<file path="config.mk">
export PLATFORM = sky130hd
export DESIGN_NAME = ram_nxm_flat
export DESIGN_NICKNAME = d
export VERILOG_FILES = /design/src/rtl/ram_pkg.sv /design/src/rtl/ram_nxm_if.sv /design/src/rtl/ram_clear_ctrl.sv /design/src/rtl/ram_nxm.sv /design/src/flat_wrapper.sv
export SDC_FILE = /design/constraint.sdc
export NUM_CORES = 1
export LEC_CHECK = 0
export BUFFER_PORTS_ARGS = -buffer_cell sky130_fd_sc_hd__buf_4
export CORE_ASPECT_RATIO = 0.7
export CORE_MARGIN = 3
export CORE_UTILIZATION = 54
export CTS_CLUSTER_SIZE = 14
export DETAILED_ROUTE_END_ITERATION = 6
export PLACE_DENSITY_LB_ADDON = 0.08
export SETUP_SLACK_MARGIN = 0.02
export SYNTH_ARGS = -nofsm -noshare
export SYNTH_HDL_FRONTEND = slang
export SYNTH_SLANG_ARGS = --single-unit
</file>
<file path="constraint.sdc">
create_clock -name clk -period 2.32 [get_ports clk]
set_input_delay 0 -clock clk [delete_from_list [all_inputs] [get_ports clk]]
set_output_delay 0 -clock clk [all_outputs]
set_load 0.005 [all_outputs]
</file>
<file path="src/rtl/ram_pkg.sv">
// Shared definitions for the parametrised scratch RAM.
//   RAM_WIDTH_DEF / RAM_DEPTH_DEF : default word width and word count
//   ram_state_e                   : clear-sequencer state
package ram_pkg;
  localparam int RAM_WIDTH_DEF = 16;
  localparam int RAM_DEPTH_DEF = 8;

  typedef enum logic {
    CLEAR = 1'b0,
    IDLE  = 1'b1
  } ram_state_e;
endpackage

</file>
<file path="src/rtl/ram_nxm_if.sv">
// Access bus for ram_nxm.
//   master : drives e, w, r, addr, d, clr; receives out, out_valid, busy, oor
//   slave  : the RAM side of the same signals
interface ram_nxm_if
  import ram_pkg::*;
#(
  parameter int WIDTH = RAM_WIDTH_DEF,
  parameter int AW    = $clog2(RAM_DEPTH_DEF)
);
  logic             e;
  logic             w;
  logic             r;
  logic [AW-1:0]    addr;
  logic [WIDTH-1:0] d;
  logic             clr;
  logic [WIDTH-1:0] out;
  logic             out_valid;
  logic             busy;
  logic             oor;

  modport master (
    output e, w, r, addr, d, clr,
    input  out, out_valid, busy, oor
  );

  modport slave (
    input  e, w, r, addr, d, clr,
    output out, out_valid, busy, oor
  );
endinterface

</file>
<file path="src/rtl/ram_clear_ctrl.sv">
// Clear sequencer: walks the array writing zeros after reset or on clr.
//   clk, rst_n : clock, async active-low reset (restarts the clear)
//   clr        : clear request, honoured only when idle
//   clr_we     : zero-write enable for the array
//   clr_addr   : address being zeroed
//   busy       : clear in progress
//
//   state | meaning
//   CLEAR | zeroing mem[cnt]; accesses are ignored
//   IDLE  | normal read/write service
module ram_clear_ctrl
  import ram_pkg::*;
#(
  parameter int DEPTH = RAM_DEPTH_DEF,
  localparam int AW   = $clog2(DEPTH)
) (
  input  logic          clk,
  input  logic          rst_n,
  input  logic          clr,
  output logic          clr_we,
  output logic [AW-1:0] clr_addr,
  output logic          busy
);
  localparam logic [AW-1:0] LAST = AW'(DEPTH - 1);

  ram_state_e    state, state_nxt;
  logic [AW-1:0] cnt, cnt_nxt;

  always_ff @(posedge clk or negedge rst_n) begin
    if (!rst_n) begin
      state <= CLEAR;
      cnt   <= '0;
    end else begin
      state <= state_nxt;
      cnt   <= cnt_nxt;
    end
  end

  always_comb begin
    state_nxt = state;
    cnt_nxt   = cnt;
    case (state)
      CLEAR: begin
        if (cnt == LAST) begin
          state_nxt = IDLE;
          cnt_nxt   = '0;
        end else begin
          cnt_nxt = cnt + AW'(1);
        end
      end
      IDLE: begin
        if (clr) begin
          state_nxt = CLEAR;
          cnt_nxt   = '0;
        end
      end
      default: begin
        state_nxt = CLEAR;
        cnt_nxt   = '0;
      end
    endcase
  end

  // busy comes straight off the state flop, so it stays registered.
  assign clr_we   = (state == CLEAR);
  assign clr_addr = cnt;
  assign busy     = (state == CLEAR);
endmodule

</file>
<file path="src/rtl/ram_nxm.sv">
// Parametrised single-port synchronous RAM with registered read and a
// built-in clear sequencer.
//   clk, rst_n : clock, async active-low reset
//   bus        : ram_nxm_if slave (e/w/r/addr/d/clr in; out/out_valid/busy/oor out)
module ram_nxm
  import ram_pkg::*;
#(
  parameter int WIDTH = RAM_WIDTH_DEF,
  parameter int DEPTH = RAM_DEPTH_DEF,
  localparam int AW   = $clog2(DEPTH)
) (
  input  logic     clk,
  input  logic     rst_n,
  ram_nxm_if.slave bus
);
  localparam logic [AW:0] DEPTH_V = (AW + 1)'(DEPTH);

  logic [WIDTH-1:0] mem [DEPTH];

  logic          clr_we;
  logic [AW-1:0] clr_addr;
  logic          busy;
  logic          access;
  logic          in_range;
  logic          wr_ok;
  logic          rd_ok;

  ram_clear_ctrl #(.DEPTH(DEPTH)) u_clear_ctrl (
    .clk      (clk),
    .rst_n    (rst_n),
    .clr      (bus.clr),
    .clr_we   (clr_we),
    .clr_addr (clr_addr),
    .busy     (busy)
  );

  // clr wins over a same-cycle access; nothing is accepted while clearing.
  assign access   = !busy && bus.e && (bus.w || bus.r) && !bus.clr;
  assign in_range = ({1'b0, bus.addr} < DEPTH_V);
  assign wr_ok    = access && bus.w && in_range;
  assign rd_ok    = access && bus.r && in_range;

  // The array has no reset; contents survive reset until the clear pass.
  always_ff @(posedge clk) begin
    if (clr_we) begin
      mem[clr_addr] <= '0;
    end else if (wr_ok) begin
      mem[bus.addr] <= bus.d;
    end
  end

  // Non-blocking read of mem gives read-first behaviour on a W&R cycle.
  always_ff @(posedge clk or negedge rst_n) begin
    if (!rst_n) begin
      bus.out       <= '0;
      bus.out_valid <= 1'b0;
      bus.oor       <= 1'b0;
    end else begin
      bus.out_valid <= rd_ok;
      bus.oor       <= access && !in_range;
      if (rd_ok) begin
        bus.out <= mem[bus.addr];
      end
    end
  end

  assign bus.busy = busy;
endmodule
</file>
<file path="src/flat_wrapper.sv">
// flat-port wrapper written by rule: the top's interface ports become plain ports
module ram_nxm_flat import ram_pkg::*;
#(
  parameter int WIDTH = RAM_WIDTH_DEF,
  parameter int DEPTH = RAM_DEPTH_DEF,
  localparam int AW   = $clog2(DEPTH)
)
  (clk, rst_n, bus_e, bus_w, bus_r, bus_addr, bus_d, bus_clr, bus_out, bus_out_valid, bus_busy, bus_oor);
  ram_nxm_if #(.WIDTH(WIDTH)) bus_i ();
  input  logic clk;
  input  logic rst_n;
  input wire logic [$bits(bus_i.e)-1:0] bus_e;
  input wire logic [$bits(bus_i.w)-1:0] bus_w;
  input wire logic [$bits(bus_i.r)-1:0] bus_r;
  input wire logic [$bits(bus_i.addr)-1:0] bus_addr;
  input wire logic [$bits(bus_i.d)-1:0] bus_d;
  input wire logic [$bits(bus_i.clr)-1:0] bus_clr;
  output wire logic [$bits(bus_i.out)-1:0] bus_out;
  output wire logic [$bits(bus_i.out_valid)-1:0] bus_out_valid;
  output wire logic [$bits(bus_i.busy)-1:0] bus_busy;
  output wire logic [$bits(bus_i.oor)-1:0] bus_oor;
  assign bus_i.e = bus_e;
  assign bus_i.w = bus_w;
  assign bus_i.r = bus_r;
  assign bus_i.addr = bus_addr;
  assign bus_i.d = bus_d;
  assign bus_i.clr = bus_clr;
  assign bus_out = bus_i.out;
  assign bus_out_valid = bus_i.out_valid;
  assign bus_busy = bus_i.busy;
  assign bus_oor = bus_i.oor;
  ram_nxm #(.WIDTH(WIDTH), .DEPTH(DEPTH)) u_core (.clk(clk), .rst_n(rst_n), .bus(bus_i));
endmodule
</file>
### Yosys cells after proc, flatten, opt, wreduce, memory -nomap -nowiden

Memory sizes are Yosys's and may differ from the RTL's. A register that Yosys moved wholly into a read port is not among the register bits.
Index checks and enable logic that the tools add are counted.
Widths: inputs -> output; s select.

| word-level totals | value |
|---|---|
| flip-flop bits (word level) | 5 |
| bits in writable memories | 128 |
| input bits | 25 |
| word-level logic and storage cells | 30 |
| memories | 1 |

| cells by class | value |
|---|---|
| add/sub/neg operators | 1 |
| equality and inequality tests | 2 |
| multiplexer cells | 13 |
| bitwise operators | 1 |
| reduce and logical (&&, ||, !) cells | 9 |

Memories:

| name | depth | bits a word | read ports | clocked after memory_dff | wr ports | line | RTL |
|---|---|---|---|---|---|---|---|
| u_core.mem | 8 | 16 | 1 | 1 | 1 | ram_nxm.sv:18 | `logic [WIDTH-1:0] mem [DEPTH];` |

Operator list:

| cell | number |
|---|---|
| $mux 16 | 1 |
| $reduce_or 16->1 | 1 |
| $mux 3 | 3 |
| $mux 1 | 7 |
| $pmux 3 s2 | 1 |
| $logic_and 1x1->1 | 5 |
| $add 3x1->3 const B | 1 |
| $eq 3x3->1 const B | 1 |
| $logic_not 1->1 | 2 |
| $ne 2x2->1 const B | 1 |
| $pmux 1 s2 | 1 |
| $logic_or 1x1->1 | 1 |
| $not 1->1 | 1 |

### Logic depth before layout (Yosys ltp)

Gate-level depths: netlist (run 1).

| logic depth | value |
|---|---|
| depth after elaboration | 9 |
| gate-level depth with buffers | 5 |
| depth with buffers taken out | 3 |

### By module

From an unflattened synthesis (run 1), not the netlist that was laid out.

| second synthesis, totals | value |
|---|---|
| cell total of the unflattened synthesis | 357 |
| area, all modules | 6064.6 sq um |

Modules (own cells, without submodules):

| module | times used | cells each | area each (sq um) | sequential area each (sq um) |
|---|---|---|---|---|
| ram_nxm | 1 | 343 | 5874.4 | 4269.1 |
| ram_clear_ctrl | 1 | 14 | 190.2 | 100.1 |

### Least setup slack after synthesis (run 1)

OpenSTA, ideal clock, no wires.

| timing path | value |
|---|---|
| path kind | reg-to-reg |
| start point | reg u_core.u_clear_ctrl.state |
| end point | mem u_core.mem[6][0] in the netlist's numbering, enable pin |
| library setup time | 388 ps |
| data arrival time | 1920 ps |
| required time | 1932 ps |
| path slack | 12 ps |
| cell stages (with the launch flop) | 6 |
| path buffers | 2 |
| period minus slack after synthesis | 2308 ps |
| cells stage by stage | dfrtp_1 buf_2 and4b_1 buf_2 mux2_2 nor2_1 |

| on the way | value |
|---|---|
| longest elaborated chain between the ends | 9 |
| elaborated cells between the ends (all ways) | 11 |
| those cells by class | mux: 6; reduce/logical: 5 |

Ends and longest elaborated chain:

| what | line | RTL |
|---|---|---|
| start, declared | ram_clear_ctrl.sv:26 | `ram_state_e state, state_nxt;` |
| start signal, assigned | ram_clear_ctrl.sv:34 | `state <= state_nxt;` |
| $logic_and 1x1->1 (3 in a row) | ram_nxm.sv:38 | `assign access = !busy && bus.e && (bus.w \|\| bus.r) && !bus.clr;` |
| $logic_and 1x1->1 | ram_nxm.sv:40 | `assign wr_ok = access && bus.w && in_range;` |
| $mux 1 | ram_nxm.sv:47 | `end else if (wr_ok) begin` |
| $mux 1 | ram_nxm.sv:45 | `if (clr_we) begin` |
| $mux 1 (not written as such) | ram_nxm.sv:48 | `mem[bus.addr] <= bus.d;` |
| $reduce_or 16->1 (no source line) | - |  |
| $mux 3 (no source line) / $mux 1 (equally long branches) | - |  |
| end, declared | ram_nxm.sv:18 |  |

Parallel ways exist; a longest one is shown, timed or not.

### Worst setup path after layout (run 1)

| timing path | value |
|---|---|
| start point | reg u_core.u_clear_ctrl.state |
| end point | mem u_core.mem[6][5] in the netlist's numbering, enable pin |

Same word-level chain as after synthesis.

==> flow_summary.json, run 1 <==
{
  "setup_violations": 0,
  "vias": 3195,
  "grt_pass1_vias": 3228,
  "cp_slowest_stage_delay_ns": 0.47,
  "die_w_um": 132,
  "globalplace.congestion": 0.776,
  "grt_pass1_wl_um": 19000,
  "grt_usage_pct": 21.3,
  "ioPinCount": 44,
  "synth_ff_type": "edfxtp_1",
  "period_share_pct": 86.7,
  "ys_types": 27,
  "grt-ovfl-total": 0,
  "clk_latency_ns": 0.42,
  "detail-route-antenna-nets": 0,
  "ys_async_sr_fraction_pct": 14.1,
  "fin_skew_ns": 0.0130,
  "hold_path.class": "in2async",
  "fmax_mhz": 497,
  "clkSinkCount": 149,
  "grt.met1_usage_pct": 31.1,
  "cp_max_fo": 16,
  "busiest_layer": "met1",
  "vias_per_cell": 5.52,
  "place_ws_ns": 0.317,
  "hold_viol": 0,
  "yosysSeqAreaShare_pct": 73.1,
  "yosysTopAreaCellShare_pct": 64.3,
  "multiInputGateArea_um2": 1480,
  "wl_per_cell_um": 21.3,
  "postCtsSetupBuffers": 0,
  "ff2ff_path_depth": 4,
  "avgSynthCellArea_um2": 17.0,
  "drt_iter0_drc": 254,
  "synth_cells": 351,
  "wl_um": 12300,
  "cpMaxStageDelayCell": "dfrtp_1",
  "drt_pre_antenna_iters": 4,
  "fillers": 742,
  "drc": 0,
  "diodes": 0,
  "synth_edf_count": 128,
  "crit_type": "reg2reg",
  "drive_above_1_share_pct": 31.6,
  "start_util_pct": 56.7,
  "grt_util_met2_pct": 30.8,
  "dpl_cell_area_um2": 6530,
  "ys_warn_count": 0,
  "critical_path_required_ns": 2.42,
  "final_util_pct": 67.7,
  "register_area_um2": 4370,
  "core_area_um2": 10600,
  "arrival_ns": 2.11,
  "antenna_found_initial": 0,
  "cts_root_buf": "clkbuf_16",
  "slew_viol_final": 0,
  "fin_tns_setup_ns": 0,
  "worst_slack_ns": 0.308,
  "grt_max_degree": 26,
  "synth_nets": 378,
  "synth_area_leaders": "edfxtp_1, dfrtp_1, mux2_2, mux2i_1, a22o_1",
  "cap_violations": 0,
  "dp_hpwl_um": 8090,
  "cts_hold_buf": 2,
  "rsz0062_at_grt": "no",
  "outcome": "complete, no violations",
  "final_area_um2": 7140,
  "cts_made_buffers": 17,
  "clk_pin_slew_ns": 0.06,
  "end_kind": "register",
  "htreeDepth": 4,
  "syn-cell-area_um2": 5980,
  "met3_usage_pct": 7.01,
  "fp-row-count": 31,
  "startpoint_type": "register",
  "ir_drop_mv": 0.625,
  "synth_area_leader_cell": "edfxtp_1",
  "p_leak_uw": 0.00272,
  "dieArea_um2": 12400,
  "nNetsFinal": 445,
  "period_needed_ns": 2.01,
  "max-clock-path-buffers": 2,
  "power_density_nw_per_um2": 1180,
  "chipHeight_um": 94.0,
  "crit_chain": "and4b_1 > mux2_2 > nor2_2 > buf_4",
  "cts_resized": 0,
  "io_buffer_count": 42,
  "synth-seq-cells": 149,
  "area_delta_synth_final_pct": 19.4,
  "cts_tree": "yes"
}
[cells in the final DEF (no fill, tap or decap)]
master / instances
and2_1: 16
inv_1: 2
o31ai_1: 11
clkinv_2: 1
clkbuf_8: 2
a21o_1: 1
dlygate4sd3_1: 2
clkinv_4: 2
buf_4: 66
a22o_1: 18
nor2b_1: 3
inv_6: 1
ha_1: 2
nor2_1: 10
nor4bb_1: 1
mux2i_1: 35
and4b_1: 2
nand2b_1: 2
conb_1: 1
o31ai_2: 6
nand2_1: 19
o22ai_1: 16
nor2_2: 1
clkbuf_1: 2
bufinv_16: 2
dfrtp_1: 21
nand4b_1: 1
mux2_2: 34
clkbuf_16: 17
clkinvlp_4: 4
a21oi_1: 1
clkinv_1: 1
edfxtp_1: 128
[cell usage after synthesis (2+ instances only)]
cell type	n
o22ai_1	16
edfxtp_1	128
and4b_1	2
buf_2	7
a22o_1	18
and2_1	16
mux2i_1	35
ha_1	2
nor2_1	11
buf_4	2
dfrtp_1	21
buf_8	2
o31ai_2	6
inv_1	2
nand2_1	19
nand2b_1	2
clkbuf_1	6
buf_6	2
nor2b_1	3
mux2_2	34
o31ai_1	11
[sequential cells by signal, indices dropped and copies added (netlist names)]
name / count
u_core.bus.out_valid: 1
u_core.mem: 128
u_core.u_clear_ctrl.clr_addr: 3
u_core.u_clear_ctrl.state: 1
u_core.bus.out: 16
[where the power goes]
group	total (uW)	switching, uW	internal [uW]
combinational	1690	948	739
sequential	4050	260	3790
clock	2680	1040	1640
[per-layer routing]
| layer | part of all wire, % | up-vias |
|---|---|---|
| met2 | 46 | 97 |
| met4 | 0.58 | 0 |
| met1 | 47 | 1577 |
| li1 | - | 1514 |
| met3 | 6.8 | 7 |
| met5 | 0 | - |
[cell families (layout without fill, tap and decap cells)]
| family | Yosys count | count (layout) | synth area share (%) |
|---|---|---|---|
| compound gates | 53 | 53 | 7.16 |
| fa+ha+maj | 2 | 2 | 0.419 |
| buf+inv | 22 | 102 | 2.28 |
| flops | 149 | 149 | 73.1 |
| mux | 69 | 69 | 12.3 |
| other cells | 1 | 1 | 0.0627 |
| simple gates | 55 | 55 | 4.73 |
[cell type report]
| class | instances | area share [%] |
|---|---|---|
| clock buffer | 21 | 6.45 |
| tap | 148 | 2.59 |
| inverter | 2 | 0.105 |
| timing repair buffer | 68 | 7.22 |
| sequential | 149 | 61.2 |
| clock inverter | 11 | 1.75 |
| multi-input combinational | 180 | 20.7 |
[critical path, delay by kind of cell (launching register included)]
| kind | cells | cell delay, ns |
|---|---|---|
| DFF | 1 | 0.47 |
| and+or+nand+nor | 2 | 0.56 |
| buffers and inverters | 1 | 0.26 |
| muxes | 1 | 0.40 |
[path summary, 6_finish.rpt]
check / end / start / slack, ns
max in group asynchronous: u_core.bus.out[6]$_DFFE_PN0P_ / rst_n / 2.04
worst max register to register: u_core.mem[6][5]$_DFFE_PP_ / u_core.u_clear_ctrl.state$_DFF_PN0_ / 0.31
worst min register to register: u_core.bus.out[14]$_DFFE_PN0P_ / u_core.bus.out[14]$_DFFE_PN0P_ / 0.48
worst max-delay path: u_core.mem[6][5]$_DFFE_PP_ / u_core.u_clear_ctrl.state$_DFF_PN0_ / 0.31
worst min-delay path: u_core.bus.out[1]$_DFFE_PN0P_ / rst_n / 0.02
min in group clk: u_core.mem[7][12]$_DFFE_PP_ / bus_d[12] / 0.07
[metrics by stage]
| stage | hold slack (ns) | total power, uW | instances |
|---|---|---|---|
| 2_1_floorplan | -0.296 | 4990 | 351 |
| 3_3_place_gp | -0.0699 | 5740 | 545 |
| 3_5_place_dp | -0.0724 | 5810 | 545 |
| 4_1_cts | 0.0261 | 8490 | 579 |
| 5_1_grt | 0.0279 | 8820 | 579 |
| 6_report | 0.0228 | 8420 | 579 |
No activity file was read; power rests on OpenSTA's default activity.
==> inputs of run 2 (changes only) <==
--- a/config.mk
+++ b/config.mk
@@ -12,6 +12,7 @@
 export CTS_CLUSTER_SIZE = 14
 export DETAILED_ROUTE_END_ITERATION = 6
 export PLACE_DENSITY_LB_ADDON = 0.08
+export RECOVER_POWER = 25
 export SETUP_SLACK_MARGIN = 0.02
 export SYNTH_ARGS = -nofsm -noshare
 export SYNTH_HDL_FRONTEND = slang
==> flow_summary.json, run 2 (synthesis gave the netlist of run 1 again) <==
{
  "globalplace.congestion": 0.776,
  "grt_usage_pct": 21.3,
  "r2r_slack_ns": 0.31,
  "dieArea_um2": 12400,
  "place_ws_ns": 0.317,
  "power_uw": 8360,
  "cts_tree": "yes",
  "postCtsSetupBuffers": 0,
  "chipHeight_um": 94.0,
  "ir_drop_mv": 0.616,
  "fillers": 754,
  "worst_slew_pin_slew_ns": 1.40,
  "period_needed_ns": 2.01,
  "largest_register_ffs": 128,
  "cts_root_buf": "clkbuf_16",
  "setup_violations": 0,
  "drt_pre_antenna_iters": 6,
  "fmax_mhz": 497,
  "arrival_ns": 2.10,
  "max-clock-path-buffers": 2,
  "ff2ff_path_depth": 4,
  "power_density_nw_per_um2": 1180,
  "wl_per_cell_um": 21.4,
  "drc": 0,
  "fin_skew_ns": 0.0105,
  "cpMaxStageDelayCell": "dfrtp_1",
  "p_leak_uw": 0.00268,
  "diodes": 0,
  "area_delta_synth_final_pct": 18.6,
  "grt-ovfl-total": 0,
  "fin_tns_setup_ns": 0,
  "startpoint": "u_core.u_clear_ctrl.state$_DFF_PN0_",
  "rr_startpoint": "u_core.u_clear_ctrl.state$_DFF_PN0_",
  "vias": 3199,
  "start_util_pct": 56.7,
  "crit_type": "reg2reg",
  "wl_um": 12400,
  "vias_per_cell": 5.53,
  "clk_latency_ns": 0.41,
  "period_share_pct": 86.7,
  "grt_pass1_vias": 3228,
  "fp-row-count": 31,
  "end_kind": "register",
  "final_common_cell": "edfxtp_1",
  "clk_pin_slew_ns": 0.06,
  "hold_path.class": "in2reg",
  "regMostFlops": "u_core.mem",
  "ioPinCount": 44,
  "htreeDepth": 4,
  "grt_pass1_wl_um": 19000,
  "crit_end": "u_core.mem[6][2]$_DFFE_PP_",
  "outcome": "complete, no violations",
  "reg2reg_to": "u_core.mem[6][2]$_DFFE_PP_",
  "grt_max_degree": 26,
  "cap_violations": 0,
  "cp_max_fo": 16,
  "final_cell_mix": "edfxtp_1, buf_4, mux2i_1",
  "drt_iter0_drc": 264,
  "antenna_found_initial": 0,
  "core_area_um2": 10600,
  "io_buffer_count": 42,
  "cts_made_buffers": 17,
  "worst_slack_ns": 0.309,
  "relSlewSlack_pct": 6.58,
  "instances_no_fill": 579,
  "drive_above_1_share_pct": 29.2,
  "slew_viol_final": 0,
  "clkSinkCount": 149,
  "dp_hpwl_um": 8090,
  "hold_viol": 0,
  "cp_slowest_stage_delay_ns": 0.47,
  "crit_chain": "and4b_1 > mux2_2 > nor2_2 > buf_4",
  "startpoint_type": "register",
  "detail-route-antenna-nets": 0,
  "die_w_um": 132,
  "rsz0062_at_grt": "no",
  "critical_path_required_ns": 2.41,
  "nNetsFinal": 445,
  "dp.cells": 545
}
run 2: worst max-delay path, delay by kind of cell, from the launching register on:
| family | cells | cell delay [ns] |
|---|---|---|
| buf+inv | 1 | 0.26 |
| flops | 1 | 0.47 |
| mux | 1 | 0.40 |
| simple gates | 2 | 0.56 |
run 2: area by class of cell:
type,count,area [um^2],area share [%]
repair buffers,68,490,6.91
inverters,2,7.51,0.106
clock buffers,21,460,6.49
multi-input cells,180,1460,20.5
well taps,148,185,2.61
flip-flops and latches,149,4370,61.6
clock inverters,11,125,1.76
run 2: worst min path at each step:
stage                    from                        endpoint  slack, ns  cells after the start
finish              bus_d[12]     u_core.mem[5][12]$_DFFE_PP_       0.07                      2
global route        bus_d[12]     u_core.mem[5][12]$_DFFE_PP_       0.09                      2
CTS                     rst_n  u_core.bus.out_valid$_DFF_PN0_       0.03                      2
detailed placement      rst_n  u_core.bus.out_valid$_DFF_PN0_      -0.07                      1
global placement        rst_n   u_core.bus.out[1]$_DFFE_PN0P_      -0.07                      1
floorplan               rst_n   u_core.bus.out[0]$_DFFE_PN0P_      -0.30                      0
run 2: power by group:
group | switching [uW] | internal [uW] | leakage [uW]
combinational | 942 | 698 | 0.000938
clock | 1030 | 1640 | 0.000273
sequential | 259 | 3790 | 0.00147
run 2: what timing repair did:
item	CTS	global route
hold buffers	2	0
gates resized for setup	0	0
endpoints found under the hold margin	25	0
endpoints found under the setup margin	0	0
run 2: stage by stage:
step	instance area [um^2]	hold WS, ns	util [%]
after floorplan	5980	-0.296	-
after global placement	6530	-0.0699	61.9
after detailed placement	6530	-0.0724	61.9
after CTS	7140	0.0261	67.7
after global routing	7090	0.0932	67.2
final	7090	0.0724	67.2
run 2: per-layer routing:
metal  GRT usage, %  share of wire, %  vias to the layer above
met2           30.8                45                      106
met5              0                 0                        -
li1               -                 -                     1515
met3           7.01               7.2                        6
met4           6.21              0.57                        0
met1           31.1                47                     1572
